--- src/rtl/fp_normalize16_arbiter_if.sv ---
// Requester and result bus of the shared fp16 normalizer arbiter.
// Each req_valid[k]/req_ready[k] pair and out_valid/out_ready follow one rule:
// a transfer happens on a rising clk edge where both valid and ready are high.
// A source must hold its valid and payload until that edge; ready may depend on valid.
interface fp_normalize16_arbiter_if #(
    parameter int NREQ = 4,
    parameter int TAGW = 4,
    parameter int XW   = 20,
    parameter int NW   = 16
);
    localparam int IDW = $clog2(NREQ);

    logic [NREQ-1:0]      req_valid;
    logic [NREQ-1:0]      req_ready;
    logic [NREQ*XW-1:0]   req_data;
    logic [NREQ-1:0]      req_under;
    logic [NREQ*TAGW-1:0] req_tag;

    logic                 out_valid;
    logic                 out_ready;
    logic [IDW-1:0]       out_id;
    logic [TAGW-1:0]      out_tag;
    logic [NW-1:0]        out_data;
    logic                 out_under;
    logic                 out_inexact;

    modport master (
        output req_valid, req_data, req_under, req_tag, out_ready,
        input  req_ready, out_valid, out_id, out_tag, out_data, out_under, out_inexact
    );

    modport slave (
        input  req_valid, req_data, req_under, req_tag, out_ready,
        output req_ready, out_valid, out_id, out_tag, out_data, out_under, out_inexact
    );
endinterface

--- src/rtl/fp_normalize16_arbiter.sv ---
// Round-robin arbiter sharing one 2-stage fp16 normalizer among NREQ requesters.
// Define FPN16_ARB_PRIO_EN to give requester 0 strict priority over the round robin.
module fp_normalize16_arbiter #(
    parameter int NREQ = 4,
    parameter int LAT  = 2,
    parameter int TAGW = 4,
    parameter int XW   = 20,
    parameter int NW   = 16
) (
    input  logic                    clk,
    input  logic                    rst,
    input  logic                    ce,
    input  logic                    flush,
    fp_normalize16_arbiter_if.slave bus,
    output logic [XW-1:0]           norm_i,
    output logic                    norm_under_i,
    output logic                    norm_ce,
    input  logic [NW-1:0]           norm_o,
    input  logic                    norm_under_o,
    input  logic                    norm_inexact_o
);
    localparam int IDW = $clog2(NREQ);

    logic [IDW-1:0]  rr_ptr;
    logic [IDW-1:0]  rr_next;
    logic [IDW-1:0]  gid;
    logic            found;
    logic            grant_any;
    logic            advance;
    logic [TAGW-1:0] gtag;
    int              arb_idx;

    logic [LAT-1:0]  pv;
    logic [IDW-1:0]  pid  [LAT];
    logic [TAGW-1:0] ptag [LAT];

    // The normalizer and the tracking pipe move together; a held result freezes both.
    assign advance = ~rst & ce & ~flush & (~pv[LAT-1] | bus.out_ready);
    assign norm_ce = advance | (~rst & ce & flush);

    always_comb begin
        arb_idx = 0;
        found   = 1'b0;
        gid     = '0;
`ifdef FPN16_ARB_PRIO_EN
        if (bus.req_valid[0]) begin
            found = 1'b1;
        end else begin
            for (int i = 0; i < NREQ - 1; i++) begin
                arb_idx = ((rr_ptr == '0) ? 1 : int'(rr_ptr)) + i;
                if (arb_idx >= NREQ) arb_idx = arb_idx - (NREQ - 1);
                if (!found && bus.req_valid[IDW'(arb_idx)]) begin
                    found = 1'b1;
                    gid   = IDW'(arb_idx);
                end
            end
        end
`else
        for (int i = 0; i < NREQ; i++) begin
            arb_idx = int'(rr_ptr) + i;
            if (arb_idx >= NREQ) arb_idx = arb_idx - NREQ;
            if (!found && bus.req_valid[IDW'(arb_idx)]) begin
                found = 1'b1;
                gid   = IDW'(arb_idx);
            end
        end
`endif
    end

    always_comb begin
        rr_next = rr_ptr;
`ifdef FPN16_ARB_PRIO_EN
        // A priority win by requester 0 leaves the rotation among 1..NREQ-1 untouched.
        if (gid != '0) rr_next = (int'(gid) == NREQ - 1) ? IDW'(1) : gid + 1'b1;
`else
        rr_next = (int'(gid) == NREQ - 1) ? '0 : gid + 1'b1;
`endif
    end

    always_comb begin
        grant_any    = found & advance;
        norm_i       = '0;
        norm_under_i = 1'b0;
        gtag         = '0;
        if (grant_any) begin
            norm_i       = bus.req_data[int'(gid)*XW +: XW];
            norm_under_i = bus.req_under[gid];
            gtag         = bus.req_tag[int'(gid)*TAGW +: TAGW];
        end
    end

    assign bus.req_ready = grant_any ? (NREQ'(1) << gid) : '0;

    always_ff @(posedge clk or posedge rst) begin
        if (rst) begin
            rr_ptr <= '0;
            pv     <= '0;
            for (int i = 0; i < LAT; i++) begin
                pid[i]  <= '0;
                ptag[i] <= '0;
            end
        end else if (ce & flush) begin
            pv <= '0;
        end else if (advance) begin
            for (int i = LAT - 1; i > 0; i--) begin
                pv[i]   <= pv[i-1];
                pid[i]  <= pid[i-1];
                ptag[i] <= ptag[i-1];
            end
            pv[0]   <= grant_any;
            pid[0]  <= gid;
            ptag[0] <= gtag;
            if (grant_any) rr_ptr <= rr_next;
        end
    end

    assign bus.out_valid   = pv[LAT-1];
    assign bus.out_id      = pid[LAT-1];
    assign bus.out_tag     = ptag[LAT-1];
    assign bus.out_data    = norm_o;
    assign bus.out_under   = norm_under_o;
    assign bus.out_inexact = norm_inexact_o;
endmodule

--- src/flat_wrapper.sv ---
// flat-port wrapper written by rule: the top's interface ports become plain ports
module fp_normalize16_arbiter_flat 
#(
    parameter int NREQ = 4,
    parameter int LAT  = 2,
    parameter int TAGW = 4,
    parameter int XW   = 20,
    parameter int NW   = 16
)
  (clk, rst, ce, flush, norm_i, norm_under_i, norm_ce, norm_o, norm_under_o, norm_inexact_o, bus_req_valid, bus_req_data, bus_req_under, bus_req_tag, bus_out_ready, bus_req_ready, bus_out_valid, bus_out_id, bus_out_tag, bus_out_data, bus_out_under, bus_out_inexact);
  fp_normalize16_arbiter_if #(.NREQ(NREQ), .TAGW(TAGW), .XW(XW), .NW(NW)) bus_i ();
  input  logic clk;
  input  logic rst;
  input  logic ce;
  input  logic flush;
  output logic [XW-1:0] norm_i;
  output logic norm_under_i;
  output logic norm_ce;
  input  logic [NW-1:0] norm_o;
  input  logic norm_under_o;
  input  logic norm_inexact_o;
  input wire logic [$bits(bus_i.req_valid)-1:0] bus_req_valid;
  input wire logic [$bits(bus_i.req_data)-1:0] bus_req_data;
  input wire logic [$bits(bus_i.req_under)-1:0] bus_req_under;
  input wire logic [$bits(bus_i.req_tag)-1:0] bus_req_tag;
  input wire logic [$bits(bus_i.out_ready)-1:0] bus_out_ready;
  output wire logic [$bits(bus_i.req_ready)-1:0] bus_req_ready;
  output wire logic [$bits(bus_i.out_valid)-1:0] bus_out_valid;
  output wire logic [$bits(bus_i.out_id)-1:0] bus_out_id;
  output wire logic [$bits(bus_i.out_tag)-1:0] bus_out_tag;
  output wire logic [$bits(bus_i.out_data)-1:0] bus_out_data;
  output wire logic [$bits(bus_i.out_under)-1:0] bus_out_under;
  output wire logic [$bits(bus_i.out_inexact)-1:0] bus_out_inexact;
  assign bus_i.req_valid = bus_req_valid;
  assign bus_i.req_data = bus_req_data;
  assign bus_i.req_under = bus_req_under;
  assign bus_i.req_tag = bus_req_tag;
  assign bus_i.out_ready = bus_out_ready;
  assign bus_req_ready = bus_i.req_ready;
  assign bus_out_valid = bus_i.out_valid;
  assign bus_out_id = bus_i.out_id;
  assign bus_out_tag = bus_i.out_tag;
  assign bus_out_data = bus_i.out_data;
  assign bus_out_under = bus_i.out_under;
  assign bus_out_inexact = bus_i.out_inexact;
  fp_normalize16_arbiter #(.NREQ(NREQ), .LAT(LAT), .TAGW(TAGW), .XW(XW), .NW(NW)) u_core (.clk(clk), .rst(rst), .ce(ce), .flush(flush), .bus(bus_i), .norm_i(norm_i), .norm_under_i(norm_under_i), .norm_ce(norm_ce), .norm_o(norm_o), .norm_under_o(norm_under_o), .norm_inexact_o(norm_inexact_o));
endmodule
--- config.mk ---
export PLATFORM = sky130hd
export DESIGN_NAME = fp_normalize16_arbiter_flat
export DESIGN_NICKNAME = d
export VERILOG_FILES = /design/src/rtl/fp_normalize16_arbiter_if.sv /design/src/rtl/fp_normalize16_arbiter.sv /design/src/flat_wrapper.sv
export SDC_FILE = /design/constraint.sdc
export NUM_CORES = 1
export LEC_CHECK = 0
export ABC_CLOCK_PERIOD_IN_PS = 2000
export CORE_MARGIN = 2
export CORE_UTILIZATION = 27
export CTS_CLUSTER_DIAMETER = 60
export DETAILED_ROUTE_END_ITERATION = 10
export GPL_ROUTABILITY_DRIVEN = 0
export PLACE_DENSITY = 0.78
export SLEW_MARGIN = 30
export SYNTH_ARGS = -nofsm -noshare
export SYNTH_HDL_FRONTEND = slang
export SYNTH_SLANG_ARGS = --single-unit
--- constraint.sdc ---
create_clock -name clk -period 2 [get_ports clk]
set_input_delay 0.2 -clock clk [delete_from_list [all_inputs] [get_ports clk]]
set_output_delay 0.2 -clock clk [all_outputs]
set_load 0.02 [all_outputs]
=== After elaboration in Yosys (flattened, before gate mapping) ===
Index checks and enable logic that the tools add are counted.

* Output and inout bits: 51
* Register bits after elaboration: 16
* Memories: 0
* Input port bits: 127
* Memory bits (writable): 0
* Bits in read-only memories: 0
* Latch bits: 0

* Order comparisons: 9
* Divide/modulo/power cells: 0
* $mul: 1
* Shift operators: 3
* Bitwise gates (word level): 12
* Muxes and demuxes: 33
* Reductions and logical operators: 9
* Add/subtract/negate cells: 8
* Equal/unequal tests: 1

{| class="wikitable"
|+ Operators by type and width
! cell !! number
|-
| 80-bit by 32-bit variable part select with 20-bit output || 1
|-
| 2-bit two-way mux || 11
|-
| 20-bit two-way mux || 1
|-
| 2-bit by 4-bit less-than comparator with 1-bit output, second input constant || 4
|-
| 16-bit by 5-bit variable part select with 4-bit output || 1
|-
| 1-bit two-way mux || 14
|-
| 1-bit binary-select mux with 2-bit select || 5
|-
| 3-bit greater-or-equal comparator, second input constant || 3
|-
| 4-bit two-way mux || 2
|-
| 2-bit by 1-bit subtractor with 2-bit output, second input constant || 4
|-
| 2-bit by 2-bit adder with 3-bit output, second input constant || 2
|-
| 1-bit bitwise AND || 6
|-
| 2-bit by 3-bit multiplier with 5-bit output, second input constant || 1
|-
| 1-bit inverter || 4
|-
| 1-bit by 2-bit left shift with 4-bit output, first input constant || 1
|-
| 2-bit by 1-bit adder with 3-bit output, second input constant || 1
|-
| 2-bit by 3-bit greater-or-equal comparator with 1-bit output, second input constant || 1
|-
| 1-bit logical AND || 3
|-
| 1-bit logical NOT || 3
|-
| 2-bit by 3-bit less-than comparator with 1-bit output, second input constant || 1
|-
| 3-bit AND reduction || 1
|-
| 2-bit by 1-bit adder with 2-bit output, second input constant || 1
|-
| 2-bit by 1-bit == test with 1-bit output, second input constant || 1
|-
| 1-bit bitwise OR || 2
|-
| other kinds (2) || 2
|}

=== Longest topological paths before layout ===
Gate-level depths: netlist (run 1).

* Word-level depth: 18
* Depth in mapped cells: 9
* Depth with buffers taken out: 6

=== Worst setup path before layout (run 1) ===
No wires, ideal clock.

* Kind: reg2reg
* From: register u_core.rr_ptr[1]
* To: register u_core.rr_ptr[1]
* Required time: 1.875 ns
* Path slack: 0.002 ns
* Cell stages (with the launch flop): 10
* Library setup time: 0.125 ns
* Arrival time: 1.873 ns
* Cells stage by stage: dfrtp_1 mux2i_1 o22ai_1 or2_1 buf_6 buf_12 buf_4 inv_1 ha_1 mux2_2

* Word-level cells in the longest chain between the ends: 17
* Elaborated cells on any way between the ends: 46

{| class="wikitable"
|+ RTL lines
! what !! line !! RTL
|-
| start: declaration || fp_normalize16_arbiter.sv:24 || <nowiki>logic [IDW-1:0] rr_ptr;</nowiki>
|-
| start signal: assignment || fp_normalize16_arbiter.sv:113 || <nowiki>if (grant_any) rr_ptr <= rr_next;</nowiki>
|-
| branches (longest 14 deep; another with 2-bit by 1-bit adder with 3-bit output) || n/a ||
|-
| 2-bit two-way mux * || fp_normalize16_arbiter.sv:62 || <nowiki>if (!found && bus.req_valid[IDW'(arb_idx)]) begin</nowiki>
|-
| named net u_core.gid[0] || fp_normalize16_arbiter.sv:26 || <nowiki>logic [IDW-1:0] gid;</nowiki>
|-
| 2-bit by 1-bit adder with 2-bit output or 2-bit by 1-bit == test with 1-bit output (tied branches) || fp_normalize16_arbiter.sv:76 || <nowiki>rr_next = (int'(gid) == NREQ - 1) ? '0 : gid + 1'b1;</nowiki>
|-
| 2-bit two-way mux * || fp_normalize16_arbiter.sv:76 ||
|-
| named net u_core.rr_next[1] || fp_normalize16_arbiter.sv:25 || <nowiki>logic [IDW-1:0] rr_next;</nowiki>
|}

Mark *: on every way through the listed nets, which the timed path passes. The select of a mux whose other input is x is not followed.
A chain may end at the register's enable or synchronous reset.

=== Worst setup path in the final report (run 1) ===
* From: register u_core.rr_ptr[1]
* To: output norm_i[2]

* Word-level cells in the longest chain between the ends: 18
* Elaborated cells on any way between the ends: 45

{| class="wikitable"
|+ RTL lines
! what !! line !! RTL
|-
| branches (longest 17 deep; another with 2-bit by 1-bit adder with 3-bit output) || n/a ||
|-
| 20-bit two-way mux * || fp_normalize16_arbiter.sv:85 || <nowiki>if (grant_any) begin</nowiki>
|-
| end: declaration || flat_wrapper.sv:16 || <nowiki>output logic [XW-1:0] norm_i;</nowiki>
|}

Mark *: on every way between the ends. The select of a mux whose other input is x is not followed.

==> out/qor.json, run 1 <==
{
  "result_of_the_run": "complete, but fails checks",
  "violations_in_the_final_reports": "negative setup slack",
  "ctsHtreeMaxLevel": 1,
  "utilization_pct": 52.8,
  "synth_top_area_share_pct": 24.1,
  "drcViolationCount": 0,
  "synth.net_count": 294,
  "synthTopCellsByArea": "sky130_fd_sc_hd__mux4_2 (24%), sky130_fd_sc_hd__dfrtp_1 (23%), sky130_fd_sc_hd__buf_4 (11%)",
  "synthesized_area_divided_by_synthesized_cell_count_um2": 10.9,
  "finalSetupViolCount": 25,
  "worst-endpoint-required_ps": 1800,
  "placementRows": 29,
  "wire_per_inst_um": 15.4,
  "synthesis.instances": 163,
  "timing.final.crit_share_pct": 121,
  "layout_setup_ws_ps": -427,
  "synth_seq_area_share_pct": 22.6,
  "starting_density_of_the_core_pct": 27.9,
  "first_pass_grt_wire_length_um": 9180,
  "ctsRootBufferMaster": "sky130_fd_sc_hd__clkbuf_8",
  "slew_headroom_pct": 74.3,
  "timing.critical_path.cells": "mux2i_1 -> o22ai_1 -> or2_4 -> buf_12 -> buf_16 -> mux4_2 -> and2_4 -> buf_6",
  "fin_setup_tns_ps": -8760,
  "timing.critical_path.buf_inv": 3,
  "fp.dieW_um": 85.1,
  "final-hold-violation-count": 0,
  "criticalPathCategory": "flop to primary output",
  "ports_placed_on_the_boundary": 178,
  "drt_first_pass_iters": 3,
  "maximum_number_of_pins_on_one_net_before_global_route_repair": 20,
  "clock_sinks": 16,
  "fin_nets": 433,
  "areaGrowthSynthToFinish_pct": 88.9,
  "sum_of_internal_switching_and_leakage_power_mw": 2.42,
  "grt_antenna_before_repair": 0,
  "worst_skew_pair.late_latency_ps": 240,
  "netlist.top_cell.by_area": "sky130_fd_sc_hd__mux4_2",
  "post_synth_num_cell_types": 28,
  "place.port_buffers": 141,
  "cts_tree": "yes",
  "placed_cells": 369,
  "critical-path-max-stage-delay_ps": 410,
  "rsz0062_at_grt": "true",
  "synth_ff_type": "sky130_fd_sc_hd__dfrtp_1",
  "die_y_um": 85.1,
  "worst_hold_path_type": "primary input to primary output",
  "drt_wl_total_um": 5810,
  "critPathArrivalTime_ps": 2230,
  "ffs_w_async_s_r_synth_pct": 100,
  "hpwlAfterDp_um": 4820,
  "overflow_left_after_global_routing": 0,
  "first_iter_violations": 16,
  "maxSlewViolCount": 0,
  "crit_family": "multiplexers",
  "tightestPinTransition_ps": 382,
  "synth_enable_flop_cells": 0,
  "drive_above_1_share_pct": 33.0,
  "leakage_nw": 1.48,
  "pwr_density_cell_nw_per_um2": 723,
  "fmax_ghz": 0.412,
  "critical_path.slowest_cell": "sky130_fd_sc_hd__mux4_2",
  "timing.critical_path.fanout_max": 5,
  "groute.usage.overall_pct": 15.6,
  "critical_path.startpoint_type": "flop",
  "clkSlewWorstSetupHoldPaths_ps": 60,
  "synth_area_um2": 1770,
  "first_global_vias": 1992,
  "skew_ps": 1.29,
  "die_area_um2": 7240,
  "timing.final.crit_period_ps": 2430,
  "yosys_warnings": 0,
  "via_per_inst": 4.76,
  "cap_viol_max_count": 0,
  "yosys_register_bits": 16,
  "post_layout_nonfiller_instances": 377,
  "timing.critical_path.to_type": "primary output",
  "diodes": 0,
  "post_synth_most_frequent_cells": "sky130_fd_sc_hd__and2_1 (25), sky130_fd_sc_hd__buf_4 (25), sky130_fd_sc_hd__mux4_2 (19), sky130_fd_sc_hd__dfrtp_1 (16), sky130_fd_sc_hd__nand2_1 (11)",
  "dr_total_vias": 1793,
  "clock_path_buffers": 2,
  "tritoncts.num_buffers": 3,
  "max-vdd-ir-drop_v": 0.000480,
  "placeableCoreArea_um2": 6350,
  "drtAntennaViolNets": 0
}
[sequential cells by signal, summed over array words and instances (netlist names)]
register            cells
u_core.bus.out_tag      4
u_core.ptag             4
u_core.bus.out_id       2
u_core.pid              2
u_core.pv               2
u_core.rr_ptr           2
[cell families (layout without fill, tap and decap cells)]
kind of cell,count (synthesis),count (layout),synth area share [%]
AND/OR/NAND/NOR,49,49,15.3
buffers and inverters,41,178,16.4
multiplexers,37,37,36.6
AO/OA/AOI/OAI,16,16,6.28
flip-flops,16,16,22.6
adder cells (fa/ha/maj),4,4,2.82
[layout by cell type, fill, tap and decap left out]
cell                              synthesis  routed
sky130_fd_sc_hd__clkdlybuf4s50_1          0     114
sky130_fd_sc_hd__buf_4                   25      23
sky130_fd_sc_hd__mux4_2                  19      19
sky130_fd_sc_hd__dfrtp_1                 16      16
sky130_fd_sc_hd__and2_4                   0      13
sky130_fd_sc_hd__buf_6                    1      13
sky130_fd_sc_hd__and2_1                  25      12
sky130_fd_sc_hd__nand2_1                 11      11
sky130_fd_sc_hd__buf_2                    3      11
sky130_fd_sc_hd__mux2i_1                  9       9
sky130_fd_sc_hd__mux2_2                   7       7
sky130_fd_sc_hd__inv_1                    6       5
sky130_fd_sc_hd__a21oi_1                  4       4
sky130_fd_sc_hd__o221ai_1                 4       4
sky130_fd_sc_hd__ha_1                     4       4
sky130_fd_sc_hd__nor2b_1                  3       3
sky130_fd_sc_hd__clkbuf_8                 0       3
sky130_fd_sc_hd__buf_12                   2       3
sky130_fd_sc_hd__nand2b_1                 3       2
sky130_fd_sc_hd__o22ai_1                  2       2
sky130_fd_sc_hd__nor4_1                   2       2
sky130_fd_sc_hd__nor2_1                   3       2
sky130_fd_sc_hd__a21o_1                   2       2
sky130_fd_sc_hd__mux4_1                   2       2
sky130_fd_sc_hd__buf_16                   0       2
sky130_fd_sc_hd__dlygate4sd2_1            0       2
sky130_fd_sc_hd__or3_1                    1       1
sky130_fd_sc_hd__nand2b_4                 0       1
sky130_fd_sc_hd__or2_4                    0       1
sky130_fd_sc_hd__nor2_2                   0       1
sky130_fd_sc_hd__o21ai_0                  1       1
sky130_fd_sc_hd__inv_2                    0       1
sky130_fd_sc_hd__a221o_1                  1       1
sky130_fd_sc_hd__o21bai_1                 1       1
sky130_fd_sc_hd__a31oi_1                  1       1
sky130_fd_sc_hd__buf_8                    0       1
[cell type report]
| type | count | area, um^2 |
|---|---|---|
| fillers | 557 | 3000 |
| repair buffers | 169 | 1660 |
| multi-input cells | 106 | 1130 |
| flip-flops and latches | 16 | 400 |
| well taps | 77 | 96.3 |
| clock buffers | 3 | 41.3 |
| inverters | 6 | 22.5 |
[per-stage QoR]
| stage | setup WS, ps | instance area, um^2 | hold slack, ps |
|---|---|---|---|
| after floorplan | 2.02 | 1770 | 131 |
| after global placement | -778 | 3210 | 400 |
| after detailed placement | -845 | 3210 | 400 |
| after CTS | -424 | 3320 | 400 |
| after global routing | -511 | 3350 | 400 |
| final | -427 | 3350 | 400 |
[routing by layer]
layer  global-route usage, %  up-vias  share of wire (%)
met1                    17.9      847                 38
met3                    4.09       10                8.3
met2                    29.1       88                 52
met5                       0        -                  0
met4                    3.03        0               0.95
li1                        -      848                  -
[final timing paths]
kind / from / slack (ps) / cells after the start / endpoint
max: u_core.rr_ptr[1] / -430 / 8 / norm_i[2]
min: norm_o[15] / 400 / 0 / bus_out_data[15]
max reg2reg: u_core.rr_ptr[1] / 160 / 7 / u_core.rr_ptr[1]
min reg2reg: u_core.pv[0] / 470 / 1 / u_core.pv[0]
max in group asynchronous: rst / 1350 / 4 / u_core.pid[3]
min in group asynchronous: rst / 470 / 4 / u_core.pv[1]
[power breakdown]
part / leakage [nW] / internal, mW / switching [mW]
Clock: 0.0216 / 0.133 / 0.0978
Combinational: 1.25 / 1.05 / 0.614
Sequential: 0.200 / 0.451 / 0.0752
Total: 1.48 / 1.64 / 0.787
[repair_timing]
item | in CTS | in global routing
cloned | 2 | 0
resized for setup | 141 | 8
hold buffers | 0 | 0
endpoints found under the setup margin | 25 | 25
buffers inserted | 2 | 1
pin swaps | 2 | 9
(Power assumes the default switching activity.)
==> run 2: changes to the inputs <==
Settings changed: ABC_CLOCK_PERIOD_IN_PS 2000 to 2500, CORE_UTILIZATION 27 to 30, PLACE_DENSITY 0.78 to 0.82.
Clock period 2 ns to 2.5 ns, I/O delays scaled along.
==> run 2 against run 1 <==
The run still ends with negative setup slack left. Die area down 9.5%. Critical endpoint is now norm_i[8]. Largest cell class unchanged. Sequential share of layout area shrank 0.29 points. Total power is 18% lower.
==> out/qor.json, run 2 (synthesis results as in run 1) <==
{
  "net-switching-power": {"value": 0.649, "unit": "mW", "change": "was 0.787 mW"},
  "place.port_buffers": {"value": 141, "change": "unchanged"},
  "critical_path.startpoint_type": {"value": "flop", "change": "unchanged"},
  "sw_frac_of_total": {"value": 32.5, "unit": "%", "change": "about the same"},
  "timing.critical_path.buf_inv": {"value": 3, "change": "unchanged"},
  "placeableCoreArea": {"value": 5820, "unit": "um^2", "change": "was 6350 um^2"},
  "dr_total_vias": {"value": 1827, "change": "was 1793"},
  "leakage": {"value": 1.50, "unit": "nW", "change": "was 1.48 nW"},
  "fin_nets": {"value": 436, "change": "was 433"},
  "worst_skew_pair.late_latency": {"value": 250, "unit": "ps", "change": "was 240 ps"},
  "fp.dieW": {"value": 80.9, "unit": "um", "change": "was 85.1 um"},
  "timing.critical_path.fanout_max": {"value": 6, "change": "was 5"},
  "power.share.combinational": {"value": 67.3, "unit": "%", "change": "was 68.7%"},
  "clock_sinks": {"value": 16, "change": "unchanged"},
  "critical-path-max-stage-delay": {"value": 420, "unit": "ps", "change": "was 410 ps"},
  "groute.usage.overall": {"value": 17.0, "unit": "%", "change": "was 15.6%"},
  "layout_setup_ws": {"value": -36.9, "unit": "ps", "change": "was -427 ps"},
  "r2r-start": {"value": "u_core.rr_ptr[1]", "change": "unchanged"},
  "ctsHtreeMaxLevel": {"value": 1, "change": "unchanged"},
  "post_layout_nonfiller_instances": {"value": 379, "change": "was 377"},
  "critPathLaunch": {"value": "u_core.rr_ptr[1]", "change": "unchanged"},
  "timing.critical_path.to_type": {"value": "primary output", "change": "unchanged"},
  "die_area": {"value": 6540, "unit": "um^2", "change": "was 7240 um^2"},
  "crit_family": {"value": "multiplexers", "change": "unchanged"},
  "ctsRootBufferMaster": {"value": "sky130_fd_sc_hd__clkbuf_8", "change": "unchanged"},
  "first_pass_grt_wire_length": {"value": 8660, "unit": "um", "change": "was 9180 um"},
  "hpwlAfterDp": {"value": 5060, "unit": "um", "change": "was 4820 um"},
  "fmax_ghz": 0.394,
  "layout_common_cells": {"value": "sky130_fd_sc_hd__clkdlybuf4s50_1 (114), sky130_fd_sc_hd__buf_4 (24), sky130_fd_sc_hd__mux4_2 (20)", "change": "was sky130_fd_sc_hd__clkdlybuf4s50_1 (114), sky130_fd_sc_hd__buf_4 (23), sky130_fd_sc_hd__mux4_2 (19)"},
  "p_clk_share": {"value": 11.4, "unit": "%", "change": "was 9.5%"},
  "overflow_left_after_global_routing": {"value": 0, "change": "unchanged"},
  "tightestPinTransition": {"value": 453, "unit": "ps", "change": "was 382 ps"},
  "tritoncts.num_buffers": {"value": 3, "change": "unchanged"},
  "most_common_library_cell_in_the_layout_ignoring_fill_and_taps": {"value": "sky130_fd_sc_hd__clkdlybuf4s50_1", "change": "unchanged"},
  "placementRows": {"value": 28, "change": "was 29"},
  "violations_in_the_final_reports": {"value": "negative setup slack", "change": "unchanged"},
  "clock_path_buffers": {"value": 2, "change": "unchanged"},
  "drt_wl_total": {"value": 6090, "unit": "um", "change": "was 5810 um"},
  "fin_setup_tns": {"value": -192, "unit": "ps", "change": "was -8760 ps"},
  "drive_above_1_share": {"value": 35.5, "unit": "%", "change": "was 33.0%"},
  "max-vdd-ir-drop": {"value": 0.000570, "unit": "V", "change": "was 0.000480 V"},
  "final-hold-violation-count": {"value": 0, "change": "unchanged"},
  "starting_density_of_the_core": {"value": 30.5, "unit": "%", "change": "was 27.9%"},
  "critical_path.slowest_cell": {"value": "sky130_fd_sc_hd__dfrtp_1", "change": "was sky130_fd_sc_hd__mux4_2"},
  "worst-endpoint-required": {"value": 2250, "unit": "ps", "change": "was 1800 ps"},
  "worst_hold_path_type": {"value": "primary input to async pin", "change": "was primary input to primary output"},
  "first_global_vias": {"value": 1949, "change": "was 1992"},
  "timing.final.crit_share_pct": 101,
  "result_of_the_run": {"value": "complete, but fails checks", "change": "unchanged"},
  "via_per_inst": {"value": 4.82, "change": "was 4.76"},
  "die_y": {"value": 80.9, "unit": "um", "change": "was 85.1 um"},
  "critPathArrivalTime": {"value": 2290, "unit": "ps", "change": "was 2230 ps"},
  "internal_power": {"value": 1.35, "unit": "mW", "change": "was 1.64 mW"},
  "ports_placed_on_the_boundary": {"value": 178, "change": "unchanged"},
  "drcViolationCount": {"value": 0, "change": "unchanged"},
  "finalSetupViolCount": {"value": 11, "change": "was 25"},
  "worst-r2r-setup-slack": {"value": 450, "unit": "ps", "change": "was 160 ps"},
  "grt_antenna_before_repair": {"value": 0, "change": "unchanged"},
  "diodes": {"value": 0, "change": "unchanged"},
  "cts_tree": {"value": "yes", "change": "unchanged"},
  "drtAntennaViolNets": {"value": 0, "change": "unchanged"},
  "drt_first_pass_iters": {"value": 4, "change": "was 3"},
  "critical-path-top-cell-by-count": "sky130_fd_sc_hd__buf_12",
  "placed_cells": {"value": 366, "change": "was 369"},
  "maximum_number_of_pins_on_one_net_before_global_route_repair": {"value": 24, "change": "was 20"},
  "timing.final.crit_period_ps": 2540,
  "criticalPathCategory": {"value": "flop to primary output", "change": "unchanged"},
  "cap_viol_max_count": {"value": 0, "change": "unchanged"},
  "timing.critical_path.cells": {"value": "mux2i_1 -> o22ai_1 -> or2_4 -> buf_12 -> buf_12 -> mux4_2 -> and2_4 -> buf_6", "change": "was mux2i_1 -> o22ai_1 -> or2_4 -> buf_12 -> buf_16 -> mux4_2 -> and2_4 -> buf_6"},
  "maxSlewViolCount": {"value": 0, "change": "unchanged"},
  "first_iter_violations": {"value": 35, "change": "was 16"},
  "utilization": {"value": 59.0, "unit": "%", "change": "was 52.8%"},
  "wire_per_inst": {"value": 16.1, "unit": "um", "change": "was 15.4 um"},
  "slew_headroom": {"value": 69.5, "unit": "%", "change": "was 74.3%"},
  "pwr_density_cell": {"value": 581, "unit": "nW/um^2", "change": "was 723 nW/um^2"},
  "areaGrowthSynthToFinish": {"value": 93.5, "unit": "%", "change": "was 88.9%"},
  "sequentialPowerShare": {"value": 21.3, "unit": "%", "change": "was 21.7%"},
  "clkSlewWorstSetupHoldPaths": {"value": 60, "unit": "ps", "change": "about the same"},
  "skew": {"value": 4.26, "unit": "ps", "change": "was 1.29 ps"},
  "rsz0062_at_grt": {"value": "true", "change": "unchanged"}
}
## run 2: power by group through the flow
| stage | combinational (mW) | sequential [mW] | clock, mW |
|---|---|---|---|
| after floorplan | 0.816 | 0.413 | 0 |
| after global placement | 1.16 | 0.424 | 0 |
| after detailed placement | 1.19 | 0.428 | 0 |
| after CTS | 1.28 | 0.428 | 0.237 |
| after global routing | 1.45 | 0.441 | 0.249 |
| final | 1.34 | 0.425 | 0.227 |
## run 2: timing repair
item,CTS,global route
hold buffers,0,0
gates cloned,1,0
endpoints found under the hold margin,0,0
gates resized for setup,128,35
endpoints found under the setup margin,25,23
pin swaps,12,8
buffers inserted,2,7
## run 2: path summary, 6_finish.rpt
check | cells after the start | endpoint
setup reg to reg | 9 | u_core.ptag[6]
hold / removal | 3 | u_core.rr_ptr[0]
hold reg to reg | 2 | u_core.pid[3]
min in group clk | 2 | u_core.pid[3]
setup / recovery | 8 | norm_i[8]
max in group asynchronous | 4 | u_core.bus.out_tag[2]
## run 2: stage by stage
| stage | hold WS [ps] | power [mW] | instance area [um^2] | setup WS [ps] |
|---|---|---|---|---|
| 2_1_floorplan | 181 | 1.23 | 1770 | 472 |
| 3_3_place_gp | 455 | 1.59 | 3220 | -440 |
| 3_5_place_dp | 464 | 1.62 | 3220 | -499 |
| 4_1_cts | 311 | 1.94 | 3300 | -59.6 |
| 5_1_grt | 341 | 2.14 | 3430 | -150 |
| 6_report | 328 | 1.99 | 3430 | -36.9 |
## run 2: routing by layer
metal / vias to the layer above / share of wire (%) / global-route usage [%]
li1: 848 / - / -
met2: 93 / 55 / 36.0
met3: 6 / 12 / 4.78
met5: - / 0 / 0
met1: 880 / 33 / 16.1
met4: 0 / 0.59 / 2.37
## run 2: cell type report
type / instances / area, um^2
repair buffers: 172 / 1730
fillers: 521 / 2380
clock buffers: 4 / 55.1
well taps: 75 / 93.8
inverters: 6 / 22.5
flip-flops and latches: 16 / 400
multi-input cells: 106 / 1140
## run 2: worst reg2reg max path, stage by stage (launching register included)
cell and delay, ps:
sky130_fd_sc_hd__dfrtp_1 420, sky130_fd_sc_hd__mux2i_1 220, sky130_fd_sc_hd__o22ai_1 110, sky130_fd_sc_hd__or2_4 310, sky130_fd_sc_hd__buf_12 140, sky130_fd_sc_hd__buf_8 130, sky130_fd_sc_hd__buf_12 120, sky130_fd_sc_hd__buf_4 150
sky130_fd_sc_hd__mux2i_1 150, sky130_fd_sc_hd__o221ai_1 160
